`src/rtl/mult_pkg.sv`:
```
// Shared definitions for the sequential multiplier family (shift-add now, radix-4 later).
package mult_pkg;

    typedef enum logic [1:0] {
        IDLE = 2'd0,
        CALC = 2'd1,
        FIX  = 2'd2
    } mult_state_t;

    localparam int MAX_WIDTH = 128;

    // Counter width able to hold 0..width.
    function automatic int cnt_width(input int width);
        return $clog2(width + 1);
    endfunction

endpackage

```
`src/rtl/mult_seq.sv`:
```
// Multi-cycle shift-add multiplier: one multiplier bit per cycle on operand magnitudes,
// sign applied in a final FIX cycle. Latency is data-independent.
module mult_seq
    import mult_pkg::*;
#(
    parameter int WIDTH = 64
) (
    input  logic                 clk,
    input  logic                 rst,
    input  logic                 start,
    input  logic                 is_signed,
    input  logic [WIDTH-1:0]     x,
    input  logic [WIDTH-1:0]     y,
    output logic                 busy,
    output logic                 data_ok,
    output logic [2*WIDTH-1:0]   result
);

    localparam int CNT_W = cnt_width(WIDTH);

    mult_state_t          state_reg;
    mult_state_t          state_next;

    logic [2*WIDTH-1:0]   acc_reg;
    logic [2*WIDTH-1:0]   x_reg;
    logic [2*WIDTH-1:0]   result_reg;
    logic [WIDTH-1:0]     y_reg;
    logic [CNT_W-1:0]     count_reg;
    logic                 neg_reg;
    logic                 data_ok_reg;

    logic                 xs;
    logic                 ys;
    logic [WIDTH-1:0]     x_mag;
    logic [WIDTH-1:0]     y_mag;
    logic                 last_bit;

    // The most negative operand negates to 2^(WIDTH-1), which is still a valid unsigned magnitude.
    assign xs       = x[WIDTH-1] & is_signed;
    assign ys       = y[WIDTH-1] & is_signed;
    assign x_mag    = xs ? -x : x;
    assign y_mag    = ys ? -y : y;
    assign last_bit = (count_reg == CNT_W'(WIDTH - 1));

    always_ff @(posedge clk) begin
        if (rst) begin
            state_reg <= IDLE;
        end else begin
            state_reg <= state_next;
        end
    end

    always_comb begin
        state_next = state_reg;
        case (state_reg)
            IDLE:    if (start) state_next = CALC;
            CALC:    if (last_bit) state_next = FIX;
            FIX:     state_next = IDLE;
            default: state_next = IDLE;
        endcase
    end

    always_comb begin
        busy    = (state_reg != IDLE);
        data_ok = data_ok_reg;
        result  = result_reg;
    end

    always_ff @(posedge clk) begin
        if (rst) begin
            acc_reg     <= '0;
            x_reg       <= '0;
            y_reg       <= '0;
            count_reg   <= '0;
            neg_reg     <= 1'b0;
            result_reg  <= '0;
            data_ok_reg <= 1'b0;
        end else begin
            data_ok_reg <= 1'b0;
            case (state_reg)
                IDLE: begin
                    if (start) begin
                        x_reg     <= {{WIDTH{1'b0}}, x_mag};
                        y_reg     <= y_mag;
                        acc_reg   <= '0;
                        count_reg <= '0;
                        neg_reg   <= xs ^ ys;
                    end
                end
                CALC: begin
                    if (y_reg[0]) begin
                        acc_reg <= acc_reg + x_reg;
                    end
                    x_reg     <= x_reg << 1;
                    y_reg     <= y_reg >> 1;
                    count_reg <= count_reg + CNT_W'(1);
                end
                FIX: begin
                    result_reg  <= neg_reg ? -acc_reg : acc_reg;
                    data_ok_reg <= 1'b1;
                end
                default: begin
                end
            endcase
        end
    end

endmodule
```
`config.mk`:
```
export PLATFORM = sky130hd
export DESIGN_NAME = mult_seq
export DESIGN_NICKNAME = d
export VERILOG_FILES = /design/src/rtl/mult_pkg.sv /design/src/rtl/mult_seq.sv
export SDC_FILE = /design/constraint.sdc
export NUM_CORES = 2
export LEC_CHECK = 0
export CORE_ASPECT_RATIO = 1.2
export CORE_MARGIN = 1
export CORE_UTILIZATION = 59
export DETAILED_ROUTE_END_ITERATION = 7
export PLACE_DENSITY = 0.82
export SLEW_MARGIN = 5
export SYNTH_ARGS = -nofsm -noshare
export SYNTH_HDL_FRONTEND = slang
export SYNTH_SLANG_ARGS = --single-unit
```
`constraint.sdc`:
```
create_clock -name clk -period 4.3 [get_ports clk]
set_clock_uncertainty 0.15 [all_clocks]
set_input_delay 0.86 -clock clk [delete_from_list [all_inputs] [get_ports clk]]
set_output_delay 0.86 -clock clk [all_outputs]
set_load 0.01 [all_outputs]
```
==> impl_summary.md <==
Run status
The run finished, with violations left. The final reports fail on design-rule violations.

Clocking
The clock sink total is 459. In this run the deepest clock path goes through 3 buffers. The number of levels the H-tree was split into is 2. The CTS tree is yes.

The worst-skew pair later-pin latency is 0.61 ns. TritonCTS created 49 clock buffers. The clock tree root driver cell is clkbuf_16. For this design, the CTS-stage hold fixing added 0 buffers. The number of setup buffers added after CTS is 0. The clock input transition at the sequential cells of the worst setup and hold paths is 0.06 ns.

Global routing
The total grt overflow is 0. The total routing resource utilization after global routing is 0.4066. The via count of the first global-routing pass is 29200. The first-pass GRT wire length is 162200 microns. The initial antenna violation count is 1. Entering global routing, the biggest net connects 180 pins.

Synth
The post-synthesis instance area is 29580 sq um. The register bit count reported by yosys is 459. Counting distinct cell types in the post-synthesis netlist gives 79. The share of the Yosys chip area taken by registers is 0.3106. The most instantiated flip-flop cell in the synthesis netlist is dfxtp_1. The number of synthesized flops with an enable pin is 0.

By area the synthesized netlist is led by dfxtp_1 (31%), nor2_1 (7.7%), xor2_1 (6.5%). The synthesized netlist net count is 4190. The largest area contributor in the netlist is dfxtp_1.

The mean cell area of the mapped netlist is 7.535 sq um. The portion of synthesized cell area occupied by the leading cell type is 0.3106. nor2_1 is the most common cell in the netlist. The number of instances in the synthesized netlist is 3926. Sorting the synthesized cells by how often they occur yields nor2_1 (610), dfxtp_1 (459), nand2_1 (422), a21oi_1 (334), o21ai_0 (252).

The async set or reset register ratio after synthesis is 0. The Yosys step of the flow raised 0 warnings.

Layout
The area of combinational cells with multiple inputs is 19340 sq um. Registers take 9193 sq um. The count of placed standard cells in the final layout, fillers left out is ~4900. The number of filler cells placed in the layout is 3976. The post-layout net count is 4516.

In the final layout, the share of cells above drive strength 1 is 0.09205. The share of the core filled with cells in the final layout is 0.7272. From synthesis to final layout, the design area changed by 21.26%. The antenna cell count is 0.

STA
Headroom to the max-slew limit came out at 0.3011. The final count of pins violating max slew is 0. The clock period could shrink to 4.140 ns. The share of the cycle needed by the critical path after routing is 0.9629. The final count of hold timing violations was 0. After routing, the total negative slack on setup checks comes to 0 ns. Based on the critical path, the design can be clocked at up to 0.2415 GHz. The final setup violation count is 0.

The transition at the pin with the smallest max-transition slack is approximately 1.0 ns. The worst hold-check slack is 0.3016 ns.

Detailed routing
Dividing the detail-routed via count by the number of cells gives ~6.4. The final route contains about 32000 vias. The iteration-0 DRC count of the detailed router is 3138. Dividing the detail-routed wire length by the instance count gives 21.53 microns. The number of search-and-repair iterations in the first detailed-routing pass is 8.

The overall routed net length is 106100 microns. The post-route DRC violation count is 32. The detail route stage leaves a number of antenna-violating nets equal to 0.

Power
The completed layout was analyzed and its total power is 10.90 mW. The total power per unit cell area is about 300 nW/um^2. The largest vdd supply drop is 288.3 uV.

The reported leakage power is 13.96 nW.

Placed design
The weighted congestion reported at the end of routability-driven placement is around 1.1. The number of placed instances, taps included is 4838. The half-perimeter wire length after detailed placement is 79900 microns. Buffers placed on the I/O ports in this run total between 200 and 300.

Die
From bottom edge to top edge, the die measures 247.3 microns. The die covers a little over 50000 sq um. The total core area is 49330 sq um. Row generation in the floorplan step produced just under 90 rows. The horizontal die dimension is roughly 210 microns.

For this configuration, the core starts out at a cell density of 0.5997. The total I/O pin count is 262.

Setup path
The minimum setup slack among reg-to-reg paths is 0.16 ns. The category of the critical setup timing path is flip-flop to flip-flop. Of all nets on the critical path, the largest fanout is 6.

The critical path capture point type is a flip-flop. STA classifies the critical path startpoint as a flip-flop. The required time at the worst-slack endpoint is 4.65 ns.

The arrival time of data at the critical path endpoint is 4.49 ns.

Hold path
The tightest min-delay check is of the flip-flop to flip-flop type.

Flow run
The number of max-cap violations is 0.
==> kinds of logic (layout without fill, tap and decap cells) <==
group | Yosys count | after routing | synth area share
adders and majority gates | 132 | 132 | 0.05608
DFF | 459 | 459 | 0.3106
xor gates and xnor gates | 363 | 363 | 0.1075
muxes | 2 | 2 | 0.0006768
buffers and inverters | 295 | 660 | 0.03760
AOI/OAI and AO/OA | 1173 | 1173 | 0.2587
and+or+nand+nor | 1502 | 1502 | 0.2288
==> stage by stage <==
| step | instance area [sq um] | setup slack [ns] |
|---|---|---|
| after floorplan | 29580 | 0.2989 |
| after global placement | 34120 | -0.3160 |
| after detailed placement | 34120 | -0.3732 |
| after CTS | 35870 | 0.1872 |
| after global routing | 35870 | -0.002609 |
| final | 35870 | 0.1596 |
==> critical path, stage by stage (launching register included) <==
cell	delay, ns
dfxtp_1	0.33
ha_1	0.37
and4_1	0.26
nor2b_1	0.16
o311ai_1	0.40
a31oi_1	0.23
nor2_1	0.32
a211o_1	0.32
a31oi_1	0.18
o21ai_0	0.18
or3b_2	0.52
a21o_1	0.26
xor2_1	0.16
a22o_1	0.20
==> power breakdown <==
| part | internal (mW) | switching (mW) |
|---|---|---|
| Sequential | 4.40 | 0.138 |
| Combinational | 0.647 | 1.12 |
| Clock | 2.70 | 1.89 |
| Total | 7.75 | 3.15 |
==> final timing paths <==
kind	from	end	depth (start not counted)
worst min register to register	result[107]	result[107]	2
worst max-delay path	x_reg[9]	acc_reg[117]	13
worst max register to register	x_reg[9]	acc_reg[117]	13
worst min-delay path	result[107]	result[107]	2
==> layout make-up <==
class                   instances  area share
well taps                     637     0.02222
flip-flops and latches        459      0.2563
clock buffers                  64     0.03854
inverters                      50    0.005232
clock inverters                26     0.01008
repair buffers                520      0.1286
multi-input cells            3172      0.5391
==> layout by cell type, fill, tap and decap left out, drive strengths merged, types with 33 or more instances in the layout <==
cell type / Yosys / final
a2111oi: 119 / 119
nand4: 69 / 69
a21oi: 334 / 334
a21o: 49 / 49
xnor2: 143 / 143
ha: 131 / 131
xor2: 220 / 220
inv: 50 / 53
buf: 18 / 260
clkdlybuf4s50: 0 / 260
o31ai: 46 / 46
nor2: 611 / 611
o21bai: 35 / 35
nor4: 49 / 49
nor3: 69 / 69
or3: 33 / 33
nand3: 86 / 86
o41ai: 47 / 47
a22oi: 46 / 46
clkbuf: 227 / 64
a211oi: 109 / 109
nand2: 422 / 422
o21ai: 254 / 254
dfxtp: 459 / 459
==> per-layer routing <==
layer | global-route usage | wire [microns] | up-vias
met5 | 0 | 0 | -
met4 | 0.2403 | 6869 | 0
met3 | 0.05430 | 8190 | 351
met2 | 0.6624 | 48590 | 1509
met1 | 0.5091 | 42430 | 14790
li1 | - | - | 14890
==> repair_timing <==
action,CTS,global route
hold endpoints to repair,0,0
gates resized for setup,0,3
setup endpoints to repair,0,6
(Power assumes the default switching activity.)
